File: config.mk
export PLATFORM = sky130hd
export DESIGN_NAME = keypad_debounce
export DESIGN_NICKNAME = d
export VERILOG_FILES = /design/src/rtl/keypad_pkg.sv /design/src/rtl/keypad_debounce_digit_history.sv /design/src/rtl/keypad_debounce.sv
export SDC_FILE = /design/constraint.sdc
export NUM_CORES = 1
export LEC_CHECK = 0
export ABC_AREA = 1
export CORE_UTILIZATION = 56
export DETAILED_ROUTE_END_ITERATION = 12
export PLACE_DENSITY = 0.8
export SYNTH_ARGS = -nofsm -noshare
export SYNTH_HDL_FRONTEND = slang
export SYNTH_SLANG_ARGS = --single-unit
File: constraint.sdc
create_clock -name clk -period 1.8 [get_ports clk]
set_clock_uncertainty 0.15 [all_clocks]
set_input_delay 0.36 -clock clk [delete_from_list [all_inputs] [get_ports clk]]
set_output_delay 0.36 -clock clk [all_outputs]
set_load 0.005 [all_outputs]
File: src/rtl/keypad_pkg.sv
`default_nettype none
// ============================================================================
// Module      : keypad_pkg
// Description : Shared types and constants for the keypad debounce slice.
//               Holds the controller state encoding, the "no key" code the
//               scanner emits and the raw/digit code widths.
// Revision    : 1.0 - initial release
// ============================================================================
package keypad_pkg;

    localparam int RAW_W   = 5;
    localparam int DIGIT_W = 4;

    // Scanner code meaning "no key pressed".
    localparam logic [RAW_W-1:0] KEY_NONE = 5'b11111;

    typedef enum logic [1:0] {
        ST_IDLE       = 2'd0,
        ST_PRESS_DB   = 2'd1,
        ST_HELD       = 2'd2,
        ST_RELEASE_DB = 2'd3
    } state_t;

endpackage : keypad_pkg
`default_nettype wire

File: src/rtl/keypad_debounce_digit_history.sv
`default_nettype none
// ============================================================================
// Module      : digit_history
// Description : Two-stage 4-bit shift register keeping the newest and the
//               previous accepted key for the dual seven-segment display.
// Ports       : clk       - system clock
//               reset     - asynchronous, active-high reset
//               shift_en  - push din in, move digit_new into digit_old
//               din       - key code to push
//               digit_new - most recently pushed key
//               digit_old - key pushed before digit_new
// Revision    : 1.0 - initial release
// ============================================================================
module digit_history
    import keypad_pkg::*;
(
    input  logic               clk,
    input  logic               reset,
    input  logic               shift_en,
    input  logic [DIGIT_W-1:0] din,
    output logic [DIGIT_W-1:0] digit_new,
    output logic [DIGIT_W-1:0] digit_old
);

    logic [DIGIT_W-1:0] r_new;
    logic [DIGIT_W-1:0] r_old;

    always_ff @(posedge clk or posedge reset) begin
        if (reset) begin
            r_new <= '0;
            r_old <= '0;
        end else if (shift_en) begin
            r_old <= r_new;
            r_new <= din;
        end
    end

    assign digit_new = r_new;
    assign digit_old = r_old;

endmodule : digit_history
`default_nettype wire

File: src/rtl/keypad_debounce.sv
`default_nettype none
// ============================================================================
// Module      : keypad_debounce
// Description : Debounces the keypad scanner output in both directions and
//               emits one key_pulse per accepted press, while keeping a
//               two-digit key history for the display stage.
// Ports       : clk        - system clock
//               reset      - asynchronous, active-high reset
//               keypad_val - raw scanner code (0-15 key, 31 none)
//               key_onebit - scanner press flag
//               key_pulse  - one-cycle strobe on key acceptance
//               key_held   - high while an accepted key is down
//               digit_new  - most recently accepted key
//               digit_old  - key accepted before digit_new
// Options     : KEYPAD_REPEAT_EN - when defined, a held key re-issues
//               key_pulse (and a history shift) every REPEAT_CYCLES cycles.
// Revision    : 1.0 - initial release
// ============================================================================
module keypad_debounce
    import keypad_pkg::*;
#(
    parameter int DEBOUNCE_CYCLES = 60000,
    parameter int REPEAT_CYCLES   = 3000000
) (
    input  logic               clk,
    input  logic               reset,
    input  logic [RAW_W-1:0]   keypad_val,
    input  logic               key_onebit,
    output logic               key_pulse,
    output logic               key_held,
    output logic [DIGIT_W-1:0] digit_new,
    output logic [DIGIT_W-1:0] digit_old
);

    localparam int c_cnt_w = $clog2(DEBOUNCE_CYCLES + 1);
    localparam logic [c_cnt_w-1:0] c_db_last = c_cnt_w'(DEBOUNCE_CYCLES - 1);
    localparam logic [c_cnt_w-1:0] c_cnt_one = c_cnt_w'(1);

    state_t               r_state;
    state_t               w_state_nxt;
    logic [c_cnt_w-1:0]   r_cnt;
    logic [c_cnt_w-1:0]   w_cnt_nxt;
    logic [DIGIT_W-1:0]   r_cand;
    logic [DIGIT_W-1:0]   w_cand_nxt;
    logic                 w_accept;
    logic                 w_rep_fire;
    logic                 w_shift;
    logic                 r_pulse;
    logic                 r_held;

    // ------------------------------------------------------------------
    // Debounce state machine
    // ------------------------------------------------------------------
    always_ff @(posedge clk or posedge reset) begin
        if (reset) begin
            r_state <= ST_IDLE;
            r_cnt   <= '0;
            r_cand  <= '0;
        end else begin
            r_state <= w_state_nxt;
            r_cnt   <= w_cnt_nxt;
            r_cand  <= w_cand_nxt;
        end
    end

    always_comb begin
        w_state_nxt = r_state;
        w_cnt_nxt   = r_cnt;
        w_cand_nxt  = r_cand;
        w_accept    = 1'b0;
        case (r_state)
            ST_IDLE: begin
                if (key_onebit) begin
                    w_cand_nxt  = keypad_val[DIGIT_W-1:0];
                    w_cnt_nxt   = c_cnt_one;
                    w_state_nxt = ST_PRESS_DB;
                end
            end
            ST_PRESS_DB: begin
                // Full 5-bit compare: a valid key always has bit 4 clear.
                if (!key_onebit || (keypad_val != {1'b0, r_cand})) begin
                    w_cnt_nxt   = '0;
                    w_state_nxt = ST_IDLE;
                end else if (r_cnt == c_db_last) begin
                    w_cnt_nxt   = '0;
                    w_state_nxt = ST_HELD;
                    w_accept    = 1'b1;
                end else begin
                    w_cnt_nxt = r_cnt + c_cnt_one;
                end
            end
            ST_HELD: begin
                // Code changes while held are ignored; only a release counts.
                if (!key_onebit) begin
                    w_cnt_nxt   = c_cnt_one;
                    w_state_nxt = ST_RELEASE_DB;
                end
            end
            ST_RELEASE_DB: begin
                if (key_onebit) begin
                    w_cnt_nxt   = '0;
                    w_state_nxt = ST_HELD;
                end else if (r_cnt == c_db_last) begin
                    w_cnt_nxt   = '0;
                    w_state_nxt = ST_IDLE;
                end else begin
                    w_cnt_nxt = r_cnt + c_cnt_one;
                end
            end
            default: begin
                w_cnt_nxt   = '0;
                w_state_nxt = ST_IDLE;
            end
        endcase
    end

    // ------------------------------------------------------------------
    // Optional auto-repeat while a key stays held
    // ------------------------------------------------------------------
`ifdef KEYPAD_REPEAT_EN
    localparam int c_rep_w = $clog2(REPEAT_CYCLES + 1);
    localparam logic [c_rep_w-1:0] c_rep_last = c_rep_w'(REPEAT_CYCLES - 1);

    logic [c_rep_w-1:0] r_rep;
    logic [c_rep_w-1:0] w_rep_nxt;

    // Cleared whenever the controller is not resting in HELD, so a release
    // bounce restarts the interval from zero.
    always_comb begin
        w_rep_nxt  = '0;
        w_rep_fire = 1'b0;
        if (r_state == ST_HELD && key_onebit) begin
            if (r_rep == c_rep_last) begin
                w_rep_fire = 1'b1;
            end else begin
                w_rep_nxt = r_rep + c_rep_w'(1);
            end
        end
    end

    always_ff @(posedge clk or posedge reset) begin
        if (reset) begin
            r_rep <= '0;
        end else begin
            r_rep <= w_rep_nxt;
        end
    end
`else
    assign w_rep_fire = 1'b0;
`endif

    // Accept and repeat are mutually exclusive (PRESS_DB vs HELD), so at
    // most one history shift happens per cycle.
    assign w_shift = w_accept | w_rep_fire;

    // ------------------------------------------------------------------
    // Registered outputs
    // ------------------------------------------------------------------
    always_ff @(posedge clk or posedge reset) begin
        if (reset) begin
            r_pulse <= 1'b0;
            r_held  <= 1'b0;
        end else begin
            r_pulse <= w_shift;
            r_held  <= (w_state_nxt == ST_HELD) || (w_state_nxt == ST_RELEASE_DB);
        end
    end

    // r_cand already holds the accepted code on both accept and repeat edges.
    digit_history u_digit_history (
        .clk       (clk),
        .reset     (reset),
        .shift_en  (w_shift),
        .din       (r_cand),
        .digit_new (digit_new),
        .digit_old (digit_old)
    );

    assign key_pulse = r_pulse;
    assign key_held  = r_held;

endmodule : keypad_debounce
`default_nettype wire
# Word-level counts from Yosys, hierarchy flattened
# Cells that the tools add are included.
# W data, S select, Z words.
# totals
ff_bits	32
input_bits	8
wordCells	39
# classes
addsub	1
n_eq_ne	9
n_mux	16
n_reduce_logical	6
# op_table
op	count
$mux W16	5
$pmux W16 S4	1
$add A16 B1 Y16 const B	1
$eq A16 B16 Y1 const B	1
$mux W2	6
$eq A2 B2 Y1 const B	4
$pmux W2 S4	1
$ne A5 B4 Y1	1
$ne A2 B2 Y1 const B	2
$reduce_and A2 Y1	2
$mux W1	3
$eq A2 B1 Y1 const B	1
$logic_not A2 Y1	1
$logic_or A1 B1 Y1	2
$logic_not A1 Y1	1

# Logic depth before layout (Yosys ltp)
# logic_depth
word_depth	6
mapped_depth	10
ltp_nobuf	10

# By module
# A second synthesis with hierarchy kept.
# unflattened
hier_cells	295
hier_area_um2	2004.4
# by_module_without_submodules
module	instances	cells_per_inst	area_each_um2
keypad_debounce	1	260	1695.4
digit_history	1	35	309.0

# Worst setup path after synthesis
# OpenSTA, ideal clock, no wires.
# synth_timing
path_type	reg2reg
from	register r_cnt[0]
to	register u_digit_history.r_new[3], in the netlist u_digit_history.digit_new[3]
setup_ps	117
arrival_ps	1288
required_ps	1533
path_slack_ps	245
stages_incl_launch_ff	9
n_path_buf	1
period_less_slack_ps	1555
cell_sequence	dfrtp_1 > ha_1 > nand3_2 > nor2_1 > nand2_2 > nand3b_4 > buf_6 > nand2_1 > nand2_1
# synth_via
elab_chain_cells	4
# synth_lines
item	line_no	text
start, declared	keypad_debounce.sv:41	logic [c_cnt_w-1:0] r_cnt;
start signal, assigned	keypad_debounce.sv:61	r_cnt <= w_cnt_nxt;
$eq A16 B16 Y1	keypad_debounce.sv:84	end else if (r_cnt == c_db_last) begin
$mux W1	keypad_debounce.sv:84	
$mux W1	keypad_debounce.sv:81	if (!key_onebit || (keypad_val != {1'b0, r_cand})) begin
$mux W1	keypad_debounce.sv:71	case (r_state)
end signal, assigned	keypad_debounce_digit_history.sv:34	r_new <= din;
end, declared	keypad_debounce_digit_history.sv:25	logic [DIGIT_W-1:0] r_new;
# Every way passes these cells.
# A chain may end at the register's enable or synchronous reset.

# Worst setup path after layout
# layout_timing
from	register u_digit_history.r_new[1], in the netlist u_digit_history.digit_new[1]
to	output digit_new[1]
# layout_rtl
item	line_no	text
end, declared	keypad_debounce.sv:31	output logic [DIGIT_W-1:0] digit_new,
# No word-level cell between the ends.

==> metrics.yaml <==
sta:
  finalSetupViolations: 0
  fmax_mhz: 574
  rsz0062_at_grt: "yes"
  timing.final.crit_period_ns: 1.74
  relSlewSlack_pct: 74.1
  hold_viol: 0
  slew_viol_final: 0
  tightest_slew_ns: 0.388
  setup_ws_ns: 0.0572
  hold_ws_ns: 0.255
  period_share_pct: 96.8
global_route:
  grt_pass1_vias: 1435
  grt_use_met3_pct: 5.93
  grt_overflow_total: 0
  grt.busiest_layer: "met2"
  use_met1_pct: 33.9
  grt_max_degree: 33
  grt_util_met2_pct: 37.4
  grt_pass1_wl_um: 6220
  antenna_found_initial: 0
  track_usage_pct: 24.5
power:
  leakage_nw: 1.12
  power_density_nw_per_um2: 678
  peakVddDrop_v: 0.000453
setup_path:
  cp_max_fo: 3
  r2r-start: "r_cnt[0]"
  cp-end-kind: "primary output"
  cp_cell_sequence: "clkdlybuf4s50_1"
  crit_slowest_cell: "clkdlybuf4s50_1"
  crit_type: "reg2out"
  cp_top_family: "buffers and inverters"
  crit_buf_inv: 1
  crit_arrival_ns: 1.23
  critPathLaunch: "u_digit_history.digit_new[1]"
  required_ns: 1.29
  crit_path_start_kind: "flop"
  slowest_delay_ns: 0.51
yosys:
  avgSynthCellArea_um2: 7.39
  ys_ff_latch: 32
  synth_fa_ha_area_share_pct: 0.696
  ys_warn_count: 0
  synth_area_leaders: "dfrtp_1 (45%), nand2_1 (17%), nor2_1 (6.1%)"
  synth-simple-area-share_pct: 36.1
  synth_compound_area_share_pct: 7.38
  synthesis.area_um2: 1800
  synth_xor_area_share_pct: 2.44
  synth_fp_nets: 252
  seq_area_frac_synth_pct: 44.6
  syn_inst: 243
  synth_top_cell_by_area: "dfrtp_1"
  synth_top_area_share_pct: 44.6
  synth_top_family_by_area: "simple AND/OR/NAND/NOR gates"
  yosys-mux-area-fraction_pct: 0
  yosysUniqueCellTypes: 27
finish:
  fin_nets: 289
  drive_gt1_share_pct: 15.7
  layout_commonest_cell: "nand2_1"
  final_cells: 325
  area_delta_synth_final_pct: 23.7
  final_cell_mix: "nand2_1 (81), dfrtp_1 (32), nor2_1 (28)"
  fin_util_pct: 72.8
  diodes: 0
clock_network:
  root_buffer: "clkbuf_4"
  cts_tree: "yes"
  cts_num_sinks: 32
  htreeDepth: 2
  cts_buffer_depth: 2
  cts_setup_buffers: 0
  clkTransAtPathRegs_ns: 0.11
  clk_latency_ns: 0.34
  numCtsBuffers: 5
die:
  die_height_um: 58.6
  dieArea_um2: 3440
  initial_core_util_pct: 58.9
  coreArea_um2: 3050
  std_cell_rows: 20
  io_pins: 18
  die_w_um: 58.6
drt:
  wl_per_cell_um: 11.3
  drt_first_pass_iters: 4
  drcViolationCount: 0
  via_per_inst: 4.97
  drt_iter0_markers: 56
  finalWirelength_um: 3660
  antenna_left: 0
  vias: 1615
placement:
  dp.final_hpwl_um: 2730
  placed_cells: 316
  place_ws_ns: -0.235
  port_buffers: 17
  place_congestion: 0.819
run:
  drv_cap: 0
hold_path:
  hold_path.class: "in2async"
status:
  status: "complete, no violations"
[layout make-up]
type	instances	area, um^2
sequential	32	801
inverter	32	120
multi-input combinational	176	867
clock buffer	5	37.5
fill	260	831
timing repair buffer	33	299
tap	44	55.1
clock inverter	3	42.5
[kinds of logic after synthesis]
| group | count (synthesis) |
|---|---|
| flip-flops | 32 |
| XOR/XNOR | 5 |
| adder cells (fa/ha/maj) | 1 |
| buffers and inverters | 36 |
| AND/OR/NAND/NOR | 147 |
| AO/OA/AOI/OAI | 22 |
[flip-flops by register name (all words and copies together), names as in the netlist]
register and cells:
r_state 2, u_digit_history.digit_new 4, key_held 1, key_pulse 1
u_digit_history.digit_old 4, r_cand 4, r_cnt 16
[final timing paths]
kind	endpoint	slack (ns)	depth (start not counted)
setup / recovery	digit_new[1]	0.06	1
hold / removal	r_cnt[14]	0.25	3
setup reg to reg	r_cnt[10]	0.13	10
hold reg to reg	u_digit_history.digit_old[2]	0.34	2
max in group asynchronous	r_cnt[4]	0.96	3
min in group clk	r_state[0]	0.29	3
[what timing repair did]
action,CTS,global route
setup endpoints to repair,0,11
hold buffers,0,0
gates resized for setup,0,7
[per-layer routing]
metal | vias up | share of wire (%)
li1 | 845 | -
met1 | 736 | 50
met2 | 30 | 45
met3 | 4 | 4.1
met4 | 0 | 1.6
met5 | - | 0
[stage by stage]
step                      total power [mW]  TNS, ns  instance area (um^2)
after floorplan                      0.887        0                  1800
after global placement               0.962    -4.35                  2100
after detailed placement             0.967    -4.93                  2100
after CTS                             1.52        0                  2180
after global routing                  1.58        0                  2220
final                                 1.51        0                  2220
[synth_stat cells]
cell type and number:
nand2_1 81, dfrtp_1 32, nor2_1 29, inv_1 26, nand3_1 17, o21ai_0 8, nor3_1 7, inv_2 5
nand4_1 5, xor2_1 5, o21ai_1 4, buf_6 3, nor2_2 3, o21ai_2 3, a21oi_1 2, o22ai_1 2
a21o_1 1, a21oi_2 1, buf_2 1, clkinv_1 1, ha_1 1, nand2_2 1, nand3_2 1, nand3_4 1
nand3b_4 1, nor2_4 1, o21bai_1 1
[report_power, final]
group	switching, mW	leakage [nW]	total, mW	internal [mW]
registers	0.0247	0.432	0.769	0.744
logic	0.109	0.649	0.189	0.0798
clock network	0.260	0.0412	0.549	0.289
total	0.394	1.12	1.51	1.11
(Power assumes the default switching activity.)
